`src/rtl/lab3_pkg.sv`:
```
// Shared types and constants for the minterm reader: FSM states, code/function
// widths and the default expected minterm masks.
package lab3_pkg;

  typedef enum logic [1:0] {
    IDLE  = 2'd0,
    SWEEP = 2'd1,
    DONE  = 2'd2
  } state_t;

  localparam int CODE_W    = 3;
  localparam int NUM_CODES = 8;
  localparam int NUM_FUNCS = 3;

  localparam logic [NUM_CODES-1:0] EXP_0_DEF = 8'h39;
  localparam logic [NUM_CODES-1:0] EXP_1_DEF = 8'h5C;
  localparam logic [NUM_CODES-1:0] EXP_2_DEF = 8'h41;

endpackage

```
`src/rtl/minterm_reader_tick_divider.sv`:
```
// Prescaler for the minterm reader: counts while enabled and flags the
// all-ones count, which marks the last clock of one dwell.
module tick_divider #(
  parameter int DIV_WIDTH = 25
) (
  input  logic clock,
  input  logic reset,
  input  logic clear,
  input  logic enable,
  output logic tick
);

  logic [DIV_WIDTH-1:0] cnt_q, cnt_d;

  always_comb begin
    cnt_d = cnt_q;
    if (clear) begin
      cnt_d = '0;
    end else if (enable) begin
      cnt_d = cnt_q + DIV_WIDTH'(1);
    end
  end

  always_ff @(posedge clock) begin
    if (reset) begin
      cnt_q <= '0;
    end else begin
      cnt_q <= cnt_d;
    end
  end

  assign tick = enable & (&cnt_q);

endmodule

```
`src/rtl/minterm_reader.sv`:
```
// Sweeps a 3-bit code through a function block and rebuilds one minterm mask
// per output. Optional macro MINTERM_READER_AUTO_REPEAT_EN re-sweeps after one dwell in DONE.
module minterm_reader
  import lab3_pkg::*;
#(
  parameter int                    DIV_WIDTH = 25,
  parameter logic [NUM_CODES-1:0]  EXP_0     = EXP_0_DEF,
  parameter logic [NUM_CODES-1:0]  EXP_1     = EXP_1_DEF,
  parameter logic [NUM_CODES-1:0]  EXP_2     = EXP_2_DEF
) (
  input  logic                 clock,
  input  logic                 reset,
  input  logic                 start,
  input  logic [NUM_FUNCS-1:0] z_in,
  output logic [CODE_W-1:0]    x_out,
  output logic                 busy,
  output logic                 done,
  output logic [NUM_CODES-1:0] mask_0,
  output logic [NUM_CODES-1:0] mask_1,
  output logic [NUM_CODES-1:0] mask_2,
  output logic                 match
);

  state_t                                   state_q, state_d;
  logic [CODE_W-1:0]                        x_q, x_d;
  logic [NUM_FUNCS-1:0][NUM_CODES-1:0]      work_q, work_d;
  logic [NUM_FUNCS-1:0][NUM_CODES-1:0]      mask_q, mask_d;
  logic                                     match_q, match_d;
  logic                                     presc_clr, presc_en, tick;

  tick_divider #(
    .DIV_WIDTH (DIV_WIDTH)
  ) u_div (
    .clock  (clock),
    .reset  (reset),
    .clear  (presc_clr),
    .enable (presc_en),
    .tick   (tick)
  );

  always_comb begin
    state_d   = state_q;
    x_d       = x_q;
    work_d    = work_q;
    mask_d    = mask_q;
    match_d   = match_q;
    presc_clr = 1'b0;
    presc_en  = 1'b0;
    case (state_q)
      IDLE: begin
        if (start) begin
          state_d   = SWEEP;
          presc_clr = 1'b1;
          x_d       = '0;
          work_d    = '0;
        end
      end
      SWEEP: begin
        presc_en = 1'b1;
        if (tick) begin
          for (int k = 0; k < NUM_FUNCS; k++) begin
            work_d[k][x_q] = z_in[k];
          end
          if (x_q == CODE_W'(NUM_CODES - 1)) begin
            // Shadowed outputs only move at the completing tick.
            mask_d  = work_d;
            match_d = (work_d[0] == EXP_0) && (work_d[1] == EXP_1) &&
                      (work_d[2] == EXP_2);
            state_d = DONE;
          end else begin
            x_d = x_q + CODE_W'(1);
          end
        end
      end
      DONE: begin
        if (start) begin
          state_d   = SWEEP;
          presc_clr = 1'b1;
          x_d       = '0;
          work_d    = '0;
        end else begin
`ifdef MINTERM_READER_AUTO_REPEAT_EN
          presc_en = 1'b1;
          if (tick) begin
            state_d   = SWEEP;
            presc_clr = 1'b1;
            x_d       = '0;
            work_d    = '0;
          end
`else
          state_d = DONE;
`endif
        end
      end
      default: state_d = IDLE;
    endcase
  end

  always_ff @(posedge clock) begin
    if (reset) begin
      state_q <= IDLE;
      x_q     <= '0;
      work_q  <= '0;
      mask_q  <= '0;
      match_q <= 1'b0;
    end else begin
      state_q <= state_d;
      x_q     <= x_d;
      work_q  <= work_d;
      mask_q  <= mask_d;
      match_q <= match_d;
    end
  end

  assign x_out  = x_q;
  assign busy   = (state_q == SWEEP);
  assign done   = (state_q == DONE);
  assign mask_0 = mask_q[0];
  assign mask_1 = mask_q[1];
  assign mask_2 = mask_q[2];
  assign match  = match_q;

endmodule

```
`config.mk`:
```
export PLATFORM = sky130hd
export DESIGN_NAME = minterm_reader
export DESIGN_NICKNAME = d
export VERILOG_FILES = /design/src/rtl/lab3_pkg.sv /design/src/rtl/minterm_reader_tick_divider.sv /design/src/rtl/minterm_reader.sv
export SDC_FILE = /design/constraint.sdc
export NUM_CORES = 1
export LEC_CHECK = 0
export CORE_UTILIZATION = 59
export CTS_BUF_LIST = sky130_fd_sc_hd__clkbuf_2 sky130_fd_sc_hd__clkbuf_4 sky130_fd_sc_hd__clkbuf_8
export DETAILED_ROUTE_END_ITERATION = 10
export PLACE_DENSITY_LB_ADDON = 0.1
export SYNTH_ARGS = -nofsm -noshare
export SYNTH_HDL_FRONTEND = slang
export SYNTH_SLANG_ARGS = --single-unit
```
`constraint.sdc`:
```
create_clock -name clock -period 2.5 [get_ports clock]
set_input_delay 0.75 -clock clock [delete_from_list [all_inputs] [get_ports clock]]
set_output_delay 0.75 -clock clock [all_outputs]
set_load 0.01 [all_outputs]
```
Word-level counts from Yosys, hierarchy flattened
Index checks and enable logic that the tools add are counted.
{ "word_totals": {"latch_bits": 0, "ff_bits": 79, "in_bits": 6, "elab_cells": 58, "memories": 0, "rom_bits": 0, "out_inout_bits": 30, "ramBits": 0} }
{ "op_classes": {"shift": 0, "bitwise": 1, "n_addsub": 2, "multipliers": 0, "order_cmp": 2, "n_reduce_logical": 12, "muxes": 20, "eq_ne": 11, "div_mod_pow": 0} }
{ "op_table": {"columns": ["cell", "n"], "rows": [
  ["$mux W24", 2],
  ["$pmux W24 S2", 1],
  ["$add A25 B1 Y25 const B", 1],
  ["$reduce_and A25 Y1", 1],
  ["$bwmux W8", 3],
  ["$eq A8 B7 Y1 const B", 2],
  ["$mux W3", 3],
  ["$reduce_and A3 Y1", 3],
  ["$eq A8 B6 Y1 const B", 1],
  ["$mux W2", 4],
  ["$ne A2 B1 Y1 const B", 3],
  ["$pmux W2 S3", 1],
  ["$pmux W3 S2", 1],
  ["$lt A3 B4 Y1 const B", 1],
  ["$mux W1", 4],
  ["$ne A2 B2 Y1 const B", 2],
  ["$reduce_and A4 Y1", 1],
  ["$reduce_or A2 Y1", 2],
  ["$add A3 B1 Y3 const B", 1],
  ["$demux W1 S3", 1],
  ["$eq A3 B3 Y1 const B", 1],
  ["$ge A3 B1 Y1 const B", 1],
  ["$logic_and A1 B1 Y1", 3],
  ["$eq A2 B1 Y1 const B", 1],
  ["other kinds (4)", 4]
]} }

Logic depth before layout (Yosys ltp)
Gate-level depths: netlist of run 1.
{ "logic_depth": {"depth_word": 8, "depth_mapped": 10, "ltp_nobuf": 6} }

Modules after synthesis
Synthesis of run 1 repeated with hierarchy kept, for this count alone.
{ "unflattened": {"hier_cells": 456, "hier_area_um2": 3906.2} }
{ "modules_own_cells": {"columns": ["module", "cells_per_inst", "instances", "seq_area_each_um2", "area_each_um2"], "rows": [
  ["minterm_reader", 322, 1, 1081.0, 2736.4],
  ["tick_divider", 134, 1, 500.5, 1169.9]
]} }

Worst setup path before layout of run 1
No wires, ideal clock.
{ "synth_timing": {"path_type": "input -> register", "from": "input start", "to": "register work_q[13] (netlist name)", "setup_time_ns": 0.117, "path_buffers": 1, "path_slack_ns": 0.589, "path_stages": 6, "required_time_ns": 2.383, "arrival_ns": 1.794, "path_cell_list": "nand2b_1 > nand2b_1 > clkbuf_1 > nand2b_1 > o21ai_0 > a22o_1"} }
{ "synth_via": {"elab_chain_len": 2} }
{ "synth_rtl": {"columns": ["element", "line_no", "text"], "rows": [
  ["start, declared", "minterm_reader.sv:13", "input logic start,"],
  ["$ne A2 B1 Y1 (no line)", null, null],
  ["$reduce_and A3 Y1 (no line)", null, null],
  ["end signal, assigned", "minterm_reader.sv:109", "work_q <= work_d;"],
  ["end, declared", "minterm_reader.sv:26", "logic [NUM_FUNCS-1:0][NUM_CODES-1:0] work_q, work_d;"]
]} }
No other way between the ends.
A chain may end at the register's enable or synchronous reset.

Final worst setup path of run 1
{ "layout_timing": {"from": "register state_q[0]", "to": "output busy"} }
{ "layout_via": {"elab_chain_len": 1} }
{ "layout_rtl": {"columns": ["element", "line_no", "text"], "rows": [
  ["start, declared", "minterm_reader.sv:24", "state_t state_q, state_d;"],
  ["start signal, assigned", "minterm_reader.sv:107", "state_q <= state_d;"],
  ["$eq A2 B1 Y1", "minterm_reader.sv:116", "assign busy = (state_q == SWEEP);"],
  ["end, declared", "minterm_reader.sv:16", "output logic busy,"]
]} }
No other way between the ends.

==> results by group, run 1 <==
Floorplan
  – Die W: 81.6 um
  – Number of rows in the core area: 28
  – Die Y: 81.6 um
  – # IOs: 36
  – Initial Util: 0.620
  – Core Area: 6030 sq um
  – Die ar.: between 6000 and 7000 sq um

Critical path
  – Critical path class: reg2out
  – Buf/Inv on CP: 2
  – Crit path max-delay family: buffers and inverters
  – CP Data Arrival Time: 1.63 ns
  – Max incr delay on CP: 0.54 ns
  – Crit-path max FO: 7
  – WP data required: around 1.8 ns
  – CP Cell Sequence: and2b_1, buf_4, clkdlybuf4s50_1
  – FF-to-FF setup slack: 0.30 ns
  – CP Launch Type: register
  – Slowest cell on crit path: clkdlybuf4s50_1
  – Crit end category: primary output

Timing
  – Layout Skew: 0.0141 ns
  – Final hold violation count: 0
  – RSZ-0062 raised after global routing: no
  – Min cycle time layout: between 2 and 2.5 ns
  – Slew Limit Fails: 0
  – Total negative slack: 0 ns
  – Worst-margin pin slew: 0.543 ns
  – Post-route setup slack: around 0.12 ns
  – F_max: 421 MHz
  – Slew HR: 0.638
  – Final-report setup violation count: 0
  – Crit share post-route: 0.951

CTS
  – Sink Count: ~80
  – CTS Buffer Depth: 2
  – H-Tree Depth: 3
  – CTS buffer count: 9
  – Post-CTS Setup Inserts: 0
  – TritonCTS clock tree: yes
  – Root buf cell: clkbuf_8
  – Worst-skew pair later-pin latency: 0.35 ns
  – CTS clk-pin slew, worst paths: about 0.08 ns
  – # hold bufs at CTS: 0

Layout
  – Fin util: 0.739
  – Proportion of layout cells with a drive suffix above 1: 0.120
  – Antenna cells: 0
  – Most common cell after layout, fill and taps aside: dfxtp_1
  – Commonest cells after routing, fill and taps aside: dfxtp_1, nor2_1, clkdlybuf4s50_1
  – Area Overhead vs Synth: 19.3%
  – Fin nets: 479
  – Fillers: 475

Route
  – Routed WL: 8680 um
  – Via-per-instance ratio: 5.81
  – DRT antenna net count: 0
  – DRC viols: 0
  – DR iter-0 viols: 286
  – Pre-antenna DRT Iters: 5
  – Via Count: around 3200
  – Wire per inst: 15.8 um

Logic synthesis
  – Ys async rst share: 0
  – Main synth FF type: dfxtp_1
  – Post-synth net total: 437
  – Syn_area_per_cell: between 8 and 9 sq um
  – Post-synthesis sequential area ratio: 0.424
  – Synth cell types: 52
  – Synth Cell Area: around 3700 sq um
  – YS warnings: 0
  – Seq cells post-synth: 79
  – EDFF count, synth: 0
  – Mapped Cells: 428

Placement
  – Final Wtd Congestion: 0.955
  – Setup Slack @ Placement: 0.0764 ns
  – DP HPWL: 6380 um
  – PortBufs: 35

Global route
  – Largest net degree at the start of global routing: 45
  – First-pass GRT wire length: 14000 um
  – Global Route Usage Sum: 0.282
  – Vias in the first global route: 2881
  – Initial antenna violation count: 0
  – Total gr overflow: 0

Power
  – Pwr dens: 519 nW/um^2
  – VDD IR max: 0.406 mV
  – Power Total: 0.00231 W
  – Pleak: 1.56 nW

Job
  – Max_cap viols: 0

Run status
  – Outcome: finished clean

Worst hold path
  – Min-Delay Path Class: reg2reg
metal layers:
layer,global-route usage,share of wire,routed length [um],vias to the layer above
met4,0.118,0.016,139,0
met3,0.0478,0.047,409,13
met2,0.423,0.43,3770,103
met1,0.398,0.50,4350,1478
li1,-,-,-,1604
met5,0,0,0,-
synth_stat cells (all sizes together), types with 5 or more instances:
cell | count | share of area
a211oi | 18 | 0.036
a21oi | 12 | 0.016
a22o | 26 | 0.061
a311oi | 7 | 0.016
and3 | 5 | 0.0084
buf | 12 | 0.019
clkbuf | 17 | 0.017
dfxtp | 79 | 0.42
inv | 7 | 0.0070
mux2i | 19 | 0.051
nand2 | 27 | 0.027
nand2b | 10 | 0.017
nand3 | 17 | 0.024
nand4 | 8 | 0.013
nor2 | 68 | 0.068
nor2b | 9 | 0.017
nor3 | 12 | 0.022
o21ai | 16 | 0.023
xnor2 | 11 | 0.026
xor2 | 14 | 0.033
logic make-up after synthesis:
kind of cell    Yosys count  synth area share
flops                    79             0.424
fa+ha+maj                 3            0.0101
mux                      19            0.0509
xor+xnor                 25            0.0586
compound gates           91             0.177
simple gates            175             0.236
buf+inv                  36            0.0436
final cells by class:
cell class                      count  area [sq um]  area share
Tap cell                           75          93.8      0.0211
Clock buffer                       11           145      0.0326
Inverter                            7          26.3     0.00590
Multi-Input combinational cell    313          2000       0.448
Timing Repair Buffer               60           551       0.124
Sequential cell                    79          1580       0.355
Clock inverter                      5          57.6      0.0129
tightest hold or removal path, cell delays in order, from the launching register on:
cell and delay [ns]:
dfxtp_1 0.31, nor2_1 0.09, a211oi_1 0.05
what timing repair did:
item	CTS	global route
hold endpoints to repair	0	0
gates resized for setup	0	1
endpoints found under the setup margin	0	1
state kept, by name, summed over array words and instances, names as in the netlist:
name	count
mask_0	8
mask_1	8
mask_2	8
match	1
state_q	2
u_div.cnt_q	25
work_q	24
x_out	3
report_power, final:
| part | total (W) | leakage (nW) | switching (W) | internal (W) |
|---|---|---|---|---|
| Sequential | 0.00126 | 0.637 | 0.00000381 | 0.00126 |
| Combinational | 0.0000961 | 0.832 | 0.0000590 | 0.0000371 |
| Clock | 0.000952 | 0.0950 | 0.000455 | 0.000498 |
| Total | 0.00231 | 1.56 | 0.000518 | 0.00179 |
path summary, 6_finish.rpt:
check / start / depth (start not counted) / end
worst max register to register: u_div.cnt_q[17] / 6 / work_q[22]
worst max-delay path: state_q[0] / 3 / busy
worst min-delay path: mask_2[7] / 2 / mask_2[7]
worst min register to register: mask_2[7] / 2 / mask_2[7]
through the flow:
step	std cells	hold WS [ns]	cell area, sq um
floorplan	428	0.448	3730
global placement	534	0.472	4250
detailed placement	534	0.490	4250
CTS	550	0.501	4450
global route	550	0.520	4450
finish	550	0.496	4450
Power figures use the tool's default switching activity.
==> inputs of run 2 (changes only) <==
PLACE_DENSITY = 0.82   (was unset)
PLACE_DENSITY_LB_ADDON = unset   (was 0.1)
==> run 2 against run 1 <==
Compared with the run above: critical path depth shrank 2; global-route usage grew 0.72 points; wire length grew 7.0%; power grew 8.7%; first-iteration DRC count shrank 15%; sequential share of layout area shrank 0.37 points; utilization grew 0.73 points; cell count shrank 0.36%; maximum frequency grew 0.25%; hold slack lost 0.0019 ns.
==> results by group, run 2 (synthesis results as in run 1) <==
Power
  – Pleak: 1.58 nW
  – Seq pwr share: 0.503
  – NetSw: 0.000530 W
  – VDD IR max: 0.382 mV
  – Combinational Power Share: 0.039
  – Internal power: 0.00198 W
  – Clk pwr share: 0.458
  – Pwr dens: 559 nW/um^2
  – Switching Share: 0.211

Layout
  – Fin util: 0.746
  – Top Registers: u_div.cnt_q x25, work_q x24
  – Reg with most FFs: u_div.cnt_q
  – Commonest cells after routing, fill and taps aside: dfxtp_1, nor2_1, clkdlybuf4s50_1
  – Most common cell after layout, fill and taps aside: dfxtp_1
  – Register area: 1580 sq um
  – Fillers: 443
  – Antenna cells: 0
  – Area Overhead vs Synth: 20.4%
  – Proportion of layout cells with a drive suffix above 1: 0.121
  – Area of the multi-input gates: 2010 sq um
  – Max reg flops: 25
  – Final Instance Count excl. Fillers: 548
  – Fin nets: 478

Global route
  – Global Route Usage Sum: 0.289
  – First-pass GRT wire length: 14400 um
  – Largest net degree at the start of global routing: between 50 and 60
  – Total gr overflow: 0
  – Vias in the first global route: ~2900
  – Initial antenna violation count: 0

Critical path
  – Crit end category: primary output
  – CP Data Arrival Time: between 1.5 and 2 ns
  – WP data required: 1.75 ns
  – Crit-path max FO: 10
  – CP Launch Type: register
  – Buf/Inv on CP: 1
  – Critical path class: reg2out
  – Slowest cell on crit path: dfxtp_1
  – CP Cell Sequence: clkdlybuf4s50_1
  – Max incr delay on CP: roughly 0.63 ns
  – Crit path max-delay family: flip-flops
  – FF-to-FF setup slack: about 0.23 ns

Timing
  – Min cycle time layout: roughly 2.4 ns
  – Worst-margin pin slew: 0.504 ns
  – Total negative slack: 0 ns
  – Layout Skew: approximately 0.013 ns
  – Slew HR: 0.662
  – Slew Limit Fails: 0
  – Post-route setup slack: 0.128 ns
  – RSZ-0062 raised after global routing: no
  – Final hold violation count: 0
  – Final-report setup violation count: 0
  – F_max: 422 MHz
  – Crit share post-route: 0.949

CTS
  – CTS Buffer Depth: 2
  – Sink Count: 79
  – Worst-skew pair later-pin latency: about 0.35 ns
  – # hold bufs at CTS: 0
  – Root buf cell: clkbuf_8
  – TritonCTS clock tree: yes
  – CTS clk-pin slew, worst paths: 0.09 ns
  – CTS buffer count: 9
  – H-Tree Depth: 3

Floorplan
  – Die ar.: around 6700 sq um
  – Core Area: between 6000 and 7000 sq um
  – Die W: about 82 um
  – Initial Util: 0.620
  – Number of rows in the core area: 28
  – Die Y: 81.6 um
  – # IOs: 36

Run status
  – Outcome: finished clean

Route
  – Via Count: 3337
  – Pre-antenna DRT Iters: 4
  – Via-per-instance ratio: just over 6
  – DRT antenna net count: 0
  – Wire per inst: 16.9 um
  – DRC viols: 0
  – DR iter-0 viols: about 240
  – Routed WL: 9280 um

Placement
  – PortBufs: 35
  – Setup Slack @ Placement: 0.0645 ns
  – Final Wtd Congestion: approximately 0.92
  – DP HPWL: around 6700 um
  – Dpl cells: 533

Job
  – Max_cap viols: 0

Worst hold path
  – Min-Delay Path Class: reg2reg
run 2: changes by cell type in the layout (fill, tap and decap cells not counted), moves of 2 or more:
cell	change
bufinv_16	+2
clkinvlp_4	-2
nor3_1	-2
nor3_2	+2
run 2: per-layer routing:
metal / vias to the layer above / part of all wire / track usage
met2: 122 / 0.45 / 0.438
met3: 14 / 0.067 / 0.0578
li1: 1608 / - / -
met1: 1593 / 0.47 / 0.401
met4: 0 / 0.015 / 0.111
met5: - / 0 / 0
run 2: final cells by class:
type | instances | area share
inverters | 7 | 0.00584
clock buffers | 10 | 0.0306
multi-input cells | 313 | 0.447
clock inverters | 5 | 0.0237
well taps | 75 | 0.0209
repair buffers | 59 | 0.121
flip-flops and latches | 79 | 0.352
run 2: worst paths after layout:
kind	from	endpoint	cells past startpoint
max	x_out[1]	x_out[1]	1
max reg2reg	u_div.cnt_q[5]	work_q[6]	6
min reg2reg	work_q[23]	work_q[23]	1
min	work_q[23]	work_q[23]	1
run 2: power by group through the flow:
stage          sequential, W  combinational [W]  clock, W
2_1_floorplan        0.00129          0.0000573         0
3_3_place_gp         0.00129          0.0000936         0
3_5_place_dp         0.00129          0.0000956         0
4_1_cts              0.00126          0.0000960   0.00116
5_1_grt              0.00126           0.000105   0.00121
6_report             0.00126          0.0000979   0.00115
run 2: metrics by stage:
step                hold slack (ns)  cell area [sq um]  total power, W
floorplan                     0.448               3730         0.00135
global placement              0.470               4240         0.00139
detailed placement            0.475               4240         0.00139
CTS                           0.491               4490         0.00252
global route                  0.503               4500         0.00258
finish                        0.494               4500         0.00251
run 2: timing repair:
action	CTS	global route
resized for setup	0	3
buffers inserted	0	0
endpoints found under the hold margin	0	0
setup endpoints to repair	0	11
